**config.mk**
```make
export PLATFORM = sky130hd
export DESIGN_NAME = period_select
export DESIGN_NICKNAME = d
export VERILOG_FILES = /design/src/rtl/period_select_pkg.sv /design/src/rtl/period_select_key_sync.sv /design/src/rtl/period_select.sv
export SDC_FILE = /design/constraint.sdc
export NUM_CORES = 1
export LEC_CHECK = 0
export ABC_AREA = 1
export ABC_CLOCK_PERIOD_IN_PS = 1800
export CORE_MARGIN = 1
export CORE_UTILIZATION = 50
export DETAILED_ROUTE_END_ITERATION = 7
export GPL_ROUTABILITY_DRIVEN = 0
export GPL_TIMING_DRIVEN = 0
export PLACE_DENSITY = 0.75
export SETUP_SLACK_MARGIN = 0.05
export SLEW_MARGIN = 10
export SYNTH_ARGS = -nofsm -noshare
export SYNTH_HDL_FRONTEND = slang
export SYNTH_SLANG_ARGS = --single-unit
```
**constraint.sdc**
```tcl
create_clock -name clock -period 1.8 [get_ports clock]
set_input_delay 0.54 -clock clock [delete_from_list [all_inputs] [get_ports clock]]
set_output_delay 0.54 -clock clock [all_outputs]
set_load 0.02 [all_outputs]
```
**src/rtl/period_select_pkg.sv**
```systemverilog
// Shared constants for the period selector: FSM state encoding and counter widths.
package period_select_pkg;

  localparam int PERIOD_W = 2;
  localparam int DCNT_W   = 8;
  localparam int HCNT_W   = 16;

  localparam logic [1:0] ST_IDLE         = 2'd0;
  localparam logic [1:0] ST_PRESS_WAIT   = 2'd1;
  localparam logic [1:0] ST_HELD         = 2'd2;
  localparam logic [1:0] ST_RELEASE_WAIT = 2'd3;

endpackage

```
**src/rtl/period_select_key_sync.sv**
```systemverilog
// Two-flop synchronizer for the raw push-button; both flops reset to the released level (1).
module key_sync (
  input  logic clock,
  input  logic reset,
  input  logic key_in,
  output logic key_out
);

  logic meta_q, meta_d;
  logic sync_q, sync_d;

  always_comb begin
    meta_d = key_in;
    sync_d = meta_q;
  end

  always_ff @(posedge clock) begin
    if (!reset) begin
      meta_q <= 1'b1;
      sync_q <= 1'b1;
    end else begin
      meta_q <= meta_d;
      sync_q <= sync_d;
    end
  end

  assign key_out = sync_q;

endmodule

```
**src/rtl/period_select.sv**
```systemverilog
// Debounced push-button that steps a 2-bit heartbeat period code; a long hold resets it to 0.
module period_select
  import period_select_pkg::*;
#(
  parameter int DEBOUNCE_CYCLES = 3,
  parameter int LONG_CYCLES     = 10
) (
  input  logic                clock,
  input  logic                reset,
  input  logic                io_key,
  output logic [PERIOD_W-1:0] io_period,
  output logic                io_step,
  output logic                io_long,
  output logic                io_held
);

  // dcnt counts stable samples already seen, so the current sample is the last one at DEBOUNCE_CYCLES-1
  localparam logic [DCNT_W-1:0] DCNT_LAST = DCNT_W'(DEBOUNCE_CYCLES - 1);
  localparam logic [HCNT_W-1:0] HCNT_LONG = HCNT_W'(LONG_CYCLES);
  localparam logic [HCNT_W-1:0] HCNT_PRE  = HCNT_W'(LONG_CYCLES - 1);

  logic                skey;
  logic [1:0]          state_q, state_d;
  logic [DCNT_W-1:0]   dcnt_q, dcnt_d;
  logic [HCNT_W-1:0]   hcnt_q, hcnt_d;
  logic [PERIOD_W-1:0] period_q, period_d;
  logic                step_q, step_d;
  logic                long_q, long_d;
  logic                single_sample;

  key_sync u_key_sync (
    .clock   (clock),
    .reset   (reset),
    .key_in  (io_key),
    .key_out (skey)
  );

  assign single_sample = (DCNT_LAST == '0);

  always_comb begin
    state_d  = state_q;
    dcnt_d   = dcnt_q;
    hcnt_d   = hcnt_q;
    period_d = period_q;
    step_d   = 1'b0;
    long_d   = 1'b0;
    case (state_q)
      ST_IDLE: begin
        if (!skey) begin
          if (single_sample) begin
            state_d  = ST_HELD;
            dcnt_d   = '0;
            hcnt_d   = '0;
            period_d = period_q + 2'd1;
            step_d   = 1'b1;
          end else begin
            state_d = ST_PRESS_WAIT;
            dcnt_d  = 8'd1;
          end
        end
      end
      ST_PRESS_WAIT: begin
        if (skey) begin
          state_d = ST_IDLE;
          dcnt_d  = '0;
        end else if (dcnt_q == DCNT_LAST) begin
          state_d  = ST_HELD;
          dcnt_d   = '0;
          hcnt_d   = '0;
          period_d = period_q + 2'd1;
          step_d   = 1'b1;
        end else begin
          dcnt_d = dcnt_q + 8'd1;
        end
      end
      ST_HELD: begin
        if (skey) begin
          if (single_sample) begin
            state_d = ST_IDLE;
            dcnt_d  = '0;
            hcnt_d  = '0;
          end else begin
            state_d = ST_RELEASE_WAIT;
            dcnt_d  = 8'd1;
          end
        end else if (hcnt_q != HCNT_LONG) begin
          // Saturating at LONG_CYCLES is what makes the long pulse fire only once per press
          hcnt_d = hcnt_q + 16'd1;
          if (hcnt_q == HCNT_PRE) begin
            period_d = '0;
            long_d   = 1'b1;
          end
        end
      end
      default: begin
        if (!skey) begin
          state_d = ST_HELD;
          dcnt_d  = '0;
        end else if (dcnt_q == DCNT_LAST) begin
          state_d = ST_IDLE;
          dcnt_d  = '0;
          hcnt_d  = '0;
        end else begin
          dcnt_d = dcnt_q + 8'd1;
        end
      end
    endcase
  end

  always_ff @(posedge clock) begin
    if (!reset) begin
      state_q  <= ST_IDLE;
      dcnt_q   <= '0;
      hcnt_q   <= '0;
      period_q <= '0;
      step_q   <= 1'b0;
      long_q   <= 1'b0;
    end else begin
      state_q  <= state_d;
      dcnt_q   <= dcnt_d;
      hcnt_q   <= hcnt_d;
      period_q <= period_d;
      step_q   <= step_d;
      long_q   <= long_d;
    end
  end

  assign io_period = period_q;
  assign io_step   = step_q;
  assign io_long   = long_q;
  assign io_held   = (state_q == ST_HELD) || (state_q == ST_RELEASE_WAIT);

endmodule

```
### Yosys cells after proc, flatten, opt, wreduce, memory -nomap -nowiden

Index checks and enable logic that the tools add are counted.
Widths: inputs -> output; s select.

* bitwise logic cells: 5
* equal/unequal tests: 15
* add/subtract/negate cells: 3
* multiplexer cells: 27
* reductions and logical operators: 10

Operators by type and width (count)
* $mux 16: 5
* $pmux 16 s3: 1
* $mux 8: 5
* $pmux 8 s3: 1
* $mux 2: 11
* $add 16x1->16 const B: 1
* $eq 16x4->1 const B: 1
* $ne 16x4->1 const B: 1
* $ne 2x2->1 const B: 6
* $add 8x1->8 const B: 1
* $eq 8x2->1 const B: 1
* $pmux 2 s3: 1
* $reduce_and 6->1: 1
* $not 1->1: 5
* $reduce_and 5->1: 1
* $eq 2x2->1 const B: 2
* $ne 4x4->1 const B: 1
* $pmux 2 s2: 1
* $reduce_and 4->1: 1
* $reduce_or 4->1: 1
* $ne 3x2->1 const B: 1
* $reduce_bool 3->1: 1
* $reduce_or 3->1: 1
* $add 2x1->2 const B: 1
* other kinds (7): 8

* word-level logic and storage cells: 68
* register bits: 32

### Logic depth before layout (Yosys ltp)

* depth in word-level cells: 5
* depth in mapped cells: 13
* gate-level depth less buffers: 12

### By module

Synthesis repeated with hierarchy kept, for this count alone.

* cell total of the unflattened synthesis: 311
* area, all modules: 1996.9 µm²

Modules (own cells, without submodules)
* period_select: cells each 305, sequential area each 600.6 µm², instances 1, area each 1941.9 µm²
* key_sync: cells each 6, sequential area each 40.0 µm², instances 1, area each 55.1 µm²

### Worst setup path before layout

Ideal clock, no wire load.

* path kind: reg-to-reg
* start: register state_q[0]
* end: register hcnt_q[12]
* path buffers: 1
* setup slack: 0.032 ns
* cell stages (with the launch flop): 14
* arrival time: 1.655 ns
* clock period less this slack: 1.768 ns
* setup time: 0.113 ns
* path through: dfxtp_1 > inv_1 > ha_1 > buf_6 > clkinv_4 > nand2_2 > nand2_2 > nand2_2 > a21oi_4 > nand2_1 > nand2_2 > inv_2 > o21ai_1 > nor2_1

* cells in the longest elaborated chain, start to end: 3
* elaborated cells on any way between the ends: 10
* those cells by class: 5 x eq/ne; 1 x mux; 1 x bitwise; 3 x reduce/logical

Ends and longest elaborated chain
* start: declaration: RTL line period_select.sv:23 `logic [1:0] state_q, state_d;`
* start signal: assignment: RTL line period_select.sv:119 `state_q <= state_d;`
* $eq 2x1->1, or another cell as far along: RTL line period_select.sv:47 `case (state_q)`
* $ne 2x2->1 (no line), or another cell as far along
* $reduce_and 5->1 (no line)
* end signal: assignment: RTL line period_select.sv:121 `hcnt_q <= hcnt_d;`
* end: declaration: RTL line period_select.sv:25 `logic [HCNT_W-1:0] hcnt_q, hcnt_d;`

Parallel ways exist; a longest one is shown, timed or not.
A chain may end at the register's enable or synchronous reset.

### Worst setup path in the final report

* start: register state_q[0]
* end: register hcnt_q[14]

Same word-level chain as after synthesis.

==> results.txt <==
status -> finished, violations left
failing checks -> negative setup slack
Crit path required time -> 2010 ps
ratio of cells with drive above 1 in the final layout -> 39.19%
WS Path Type -> flop to flop
final worst-path setup slack -> -15.49 ps
Starting Density -> 53.92%
Critical Path Max Stage Delay -> 370 ps
Slowest-stage cell, CP -> dfxtp_4
global-route wire length before repair -> 7.596 mm
max-cap violation count -> 0
leakage power -> 1.191 nW
post-synthesis sequential area ratio -> 31.28%
DRC viols -> 0
die height -> 66.01 microns
register bit total from synthesis -> 32
pwr/cell area -> 458.0 mW/mm^2
Post-synth EDFFs -> 0
crit path DAT -> 2030 ps
area leader, netlist -> dfxtp_1
number of buffers created by CTS -> 5
layout net count -> 361
Worst-Skew Late Latency -> 290 ps
top post-synthesis cells by area -> dfxtp_1, nand2_1, nor2_1, inv_1, ha_1
clock sinks -> 32
largest family of logic cells by synthesized area -> simple AND/OR/NAND/NOR gates
final instance area -> 0.002918 sq mm
Critical Path Start Type -> flop
top-area cell type share of the netlist area -> 31.28%
Most used DFF post-synth -> dfxtp_1
register area -> 655.6 sq um
initial antenna violation count -> 0
GRT Resource Usage Total -> 23.05%
Hold Buf Count CTS -> 0
# diodes -> 0
core footprint -> 0.003799 sq mm
Most common cell on crit path -> nor2_4
CP Capture Type -> flop
multiplexer share of the synthesized area -> 0%
area post-placement -> 0.002180 sq mm
drt wl/cell -> 14.62 microns
syn nets -> 319
FILL cells -> 269
Max VDD drop -> 0.0004409 V
hold slack -> 455.6 ps
I/O Pins -> 8
worst-path cell chain -> inv_4 -> ha_4 -> buf_8 -> buf_6 -> nand3_4 -> nor2_4 -> nand2_4 -> inv_2 -> nor2_4 -> buf_12 -> buf_16 -> nand3_2 -> a21oi_2
RSZ-0062 raised after global routing -> yes
syn_area_per_cell -> 6.672 sq um
Hold Path Class -> flop to flop
CTS tree -> yes
Mapped Cells -> 307
number of vias per cell -> 5.344
via count -> 2111
Detailed Routing Iterations Pass 1 -> 4
clock skew -> 5.746 ps
die width -> 66.01 microns
largest net degree at the start of global routing -> 11
library cells used by synthesis -> 29
total grt overflow -> 0
synthesized-area fraction occupied by ao, oa, aoi and oai cells -> 9.224%
H-tree depth -> 2
hpwl dp -> 3.050 mm
Iter 0 DRT Violations -> 146
Post-Syn Area -> 0.002048 sq mm
area taken by multi-input logic gates -> 0.001531 sq mm
Post-Synth Simple-Gate Area -> 42.33%
Least-Margin Pin Slew -> 574.9 ps
root buffer cell -> clkbuf_8
relative slew slack -> 61.67%
worst-path maximum fanout -> 5
post-synthesis xor/xnor area fraction -> 1.710%
post-synthesis adder-cell area fraction -> 5.498%
Port Buffer Count -> 7
Finish-stage setup viols -> 3
Final period util -> 100.9%
die area -> 0.004357 sq mm
most instantiated library cell after synthesis -> nand2_1
fin crit period -> 1815 ps
Async SR Flop Fraction -> 0%
Worst-path clk slew -> 60 ps
FMAX -> 550.8 MHz
Area Overhead vs Synth -> 42.46%
CTS max path bufs -> 2
max-slew violations -> 0
Post-synth top cells -> nand2_1, nor2_1, inv_1
Yosys Warn Count -> 0
Routed WL -> 5.776 mm
Final Hold Vio Count -> 0
vias in the first global route -> 1825
Rows -> 22
DRT antenna net count -> 0
==> worst paths after layout <==
kind                          start            endpoint  slack (ps)  cells past startpoint
hold reg to reg   u_key_sync.meta_q  u_key_sync.key_out         460                      1
hold / removal    u_key_sync.meta_q  u_key_sync.key_out         460                      1
setup reg to reg         state_q[0]          hcnt_q[14]         -20                     13
setup / recovery         state_q[0]          hcnt_q[14]         -20                     13
==> metrics by stage <==
step | utilization [%] | std cells | total power [mW] | TNS (ps) | worst slack [ps]
2_1_floorplan | - | 307 | 0.7829 | 0 | 120.8
3_3_place_gp | 57.38 | 362 | 0.8033 | -2374 | -296.1
3_5_place_dp | 57.38 | 362 | 0.8046 | -2689 | -295.2
4_1_cts | 63.74 | 381 | 1.310 | 0 | 7.066
5_1_grt | 76.81 | 395 | 1.371 | -551.0 | -73.43
6_report | 76.81 | 395 | 1.336 | -18.99 | -15.49
==> power by group <==
group	switching [mW]	internal (mW)	total [mW]
registers	0.00498	0.710	0.715
clock network	0.258	0.249	0.506
logic	0.0674	0.0471	0.115
==> repair_timing <==
| item | in CTS | in global routing |
|---|---|---|
| pin swaps | 2 | 28 |
| gates cloned | 1 | 1 |
| setup endpoints to repair | 23 | 26 |
| gates resized for setup | 19 | 91 |
| endpoints found under the hold margin | 0 | 0 |
| setup buffers | 13 | 14 |
==> routing by layer <==
metal	vias to the layer above	track usage (%)	routed length, microns
li1	1046	-	-
met1	997	26.37	2356
met2	49	40.82	3078
met3	19	4.655	186
met4	0	10.37	155
met5	-	0	0
==> registers in the layout (all words and copies together) (netlist names), named ones only <==
| signal | cells |
|---|---|
| u_key_sync.meta_q | 1 |
| io_long | 1 |
| hcnt_q | 16 |
| io_step | 1 |
| u_key_sync.key_out | 1 |
| io_period | 2 |
| state_q | 1 |
| dcnt_q | 8 |
==> worst max-delay path: cells and delay by family (launching register included) <==
family / cells / cell delay, ps
AND/OR/NAND/NOR: 5 / 450
buffers and inverters: 6 / 600
flip-flops: 1 / 370
AO/OA/AOI/OAI: 1 / 150
adder cells (fa/ha/maj): 1 / 150
==> kinds of logic (layout without fill, tap and decap cells) <==
| logic type | Yosys count | count (layout) |
|---|---|---|
| buffers and inverters | 45 | 85 |
| AND/OR/NAND/NOR | 186 | 186 |
| flip-flops | 32 | 32 |
| AO/OA/AOI/OAI | 31 | 31 |
| XOR/XNOR | 4 | 4 |
| adder cells (fa/ha/maj) | 9 | 9 |
==> cell usage in the layout, fill, tap and decap left out, types with 3 or more instances in the layout <==
cell type | Yosys | layout
ha_1 | 9 | 4
buf_4 | 1 | 19
ha_4 | 0 | 4
nand2_2 | 8 | 12
dfxtp_2 | 0 | 3
a21oi_2 | 4 | 11
nor2_1 | 45 | 42
or2_2 | 3 | 3
dfxtp_1 | 32 | 26
nor2_4 | 4 | 8
inv_1 | 33 | 27
a21oi_1 | 15 | 7
inv_4 | 0 | 3
dlymetal6s2s_1 | 0 | 3
dfxtp_4 | 0 | 3
nand2_4 | 1 | 12
o21ai_2 | 2 | 4
buf_8 | 1 | 3
nand3_2 | 5 | 9
nand4_1 | 3 | 3
clkbuf_8 | 0 | 5
o21ai_0 | 5 | 5
nand2_1 | 81 | 64
buf_6 | 2 | 7
xor2_1 | 4 | 4
inv_2 | 6 | 8
nor2_2 | 5 | 4
nand3_1 | 20 | 14
nor3_1 | 8 | 5
==> final cells by class <==
| cell class | instances | share of cell area (%) |
|---|---|---|
| plain buffers | 5 | 1.930 |
| multi-input cells | 230 | 52.49 |
| flip-flops and latches | 32 | 22.47 |
| inverters | 40 | 5.961 |
| well taps | 48 | 2.058 |
| clock buffers | 5 | 2.358 |
| repair buffers | 35 | 12.74 |
No activity file was read; power rests on OpenSTA's default activity.
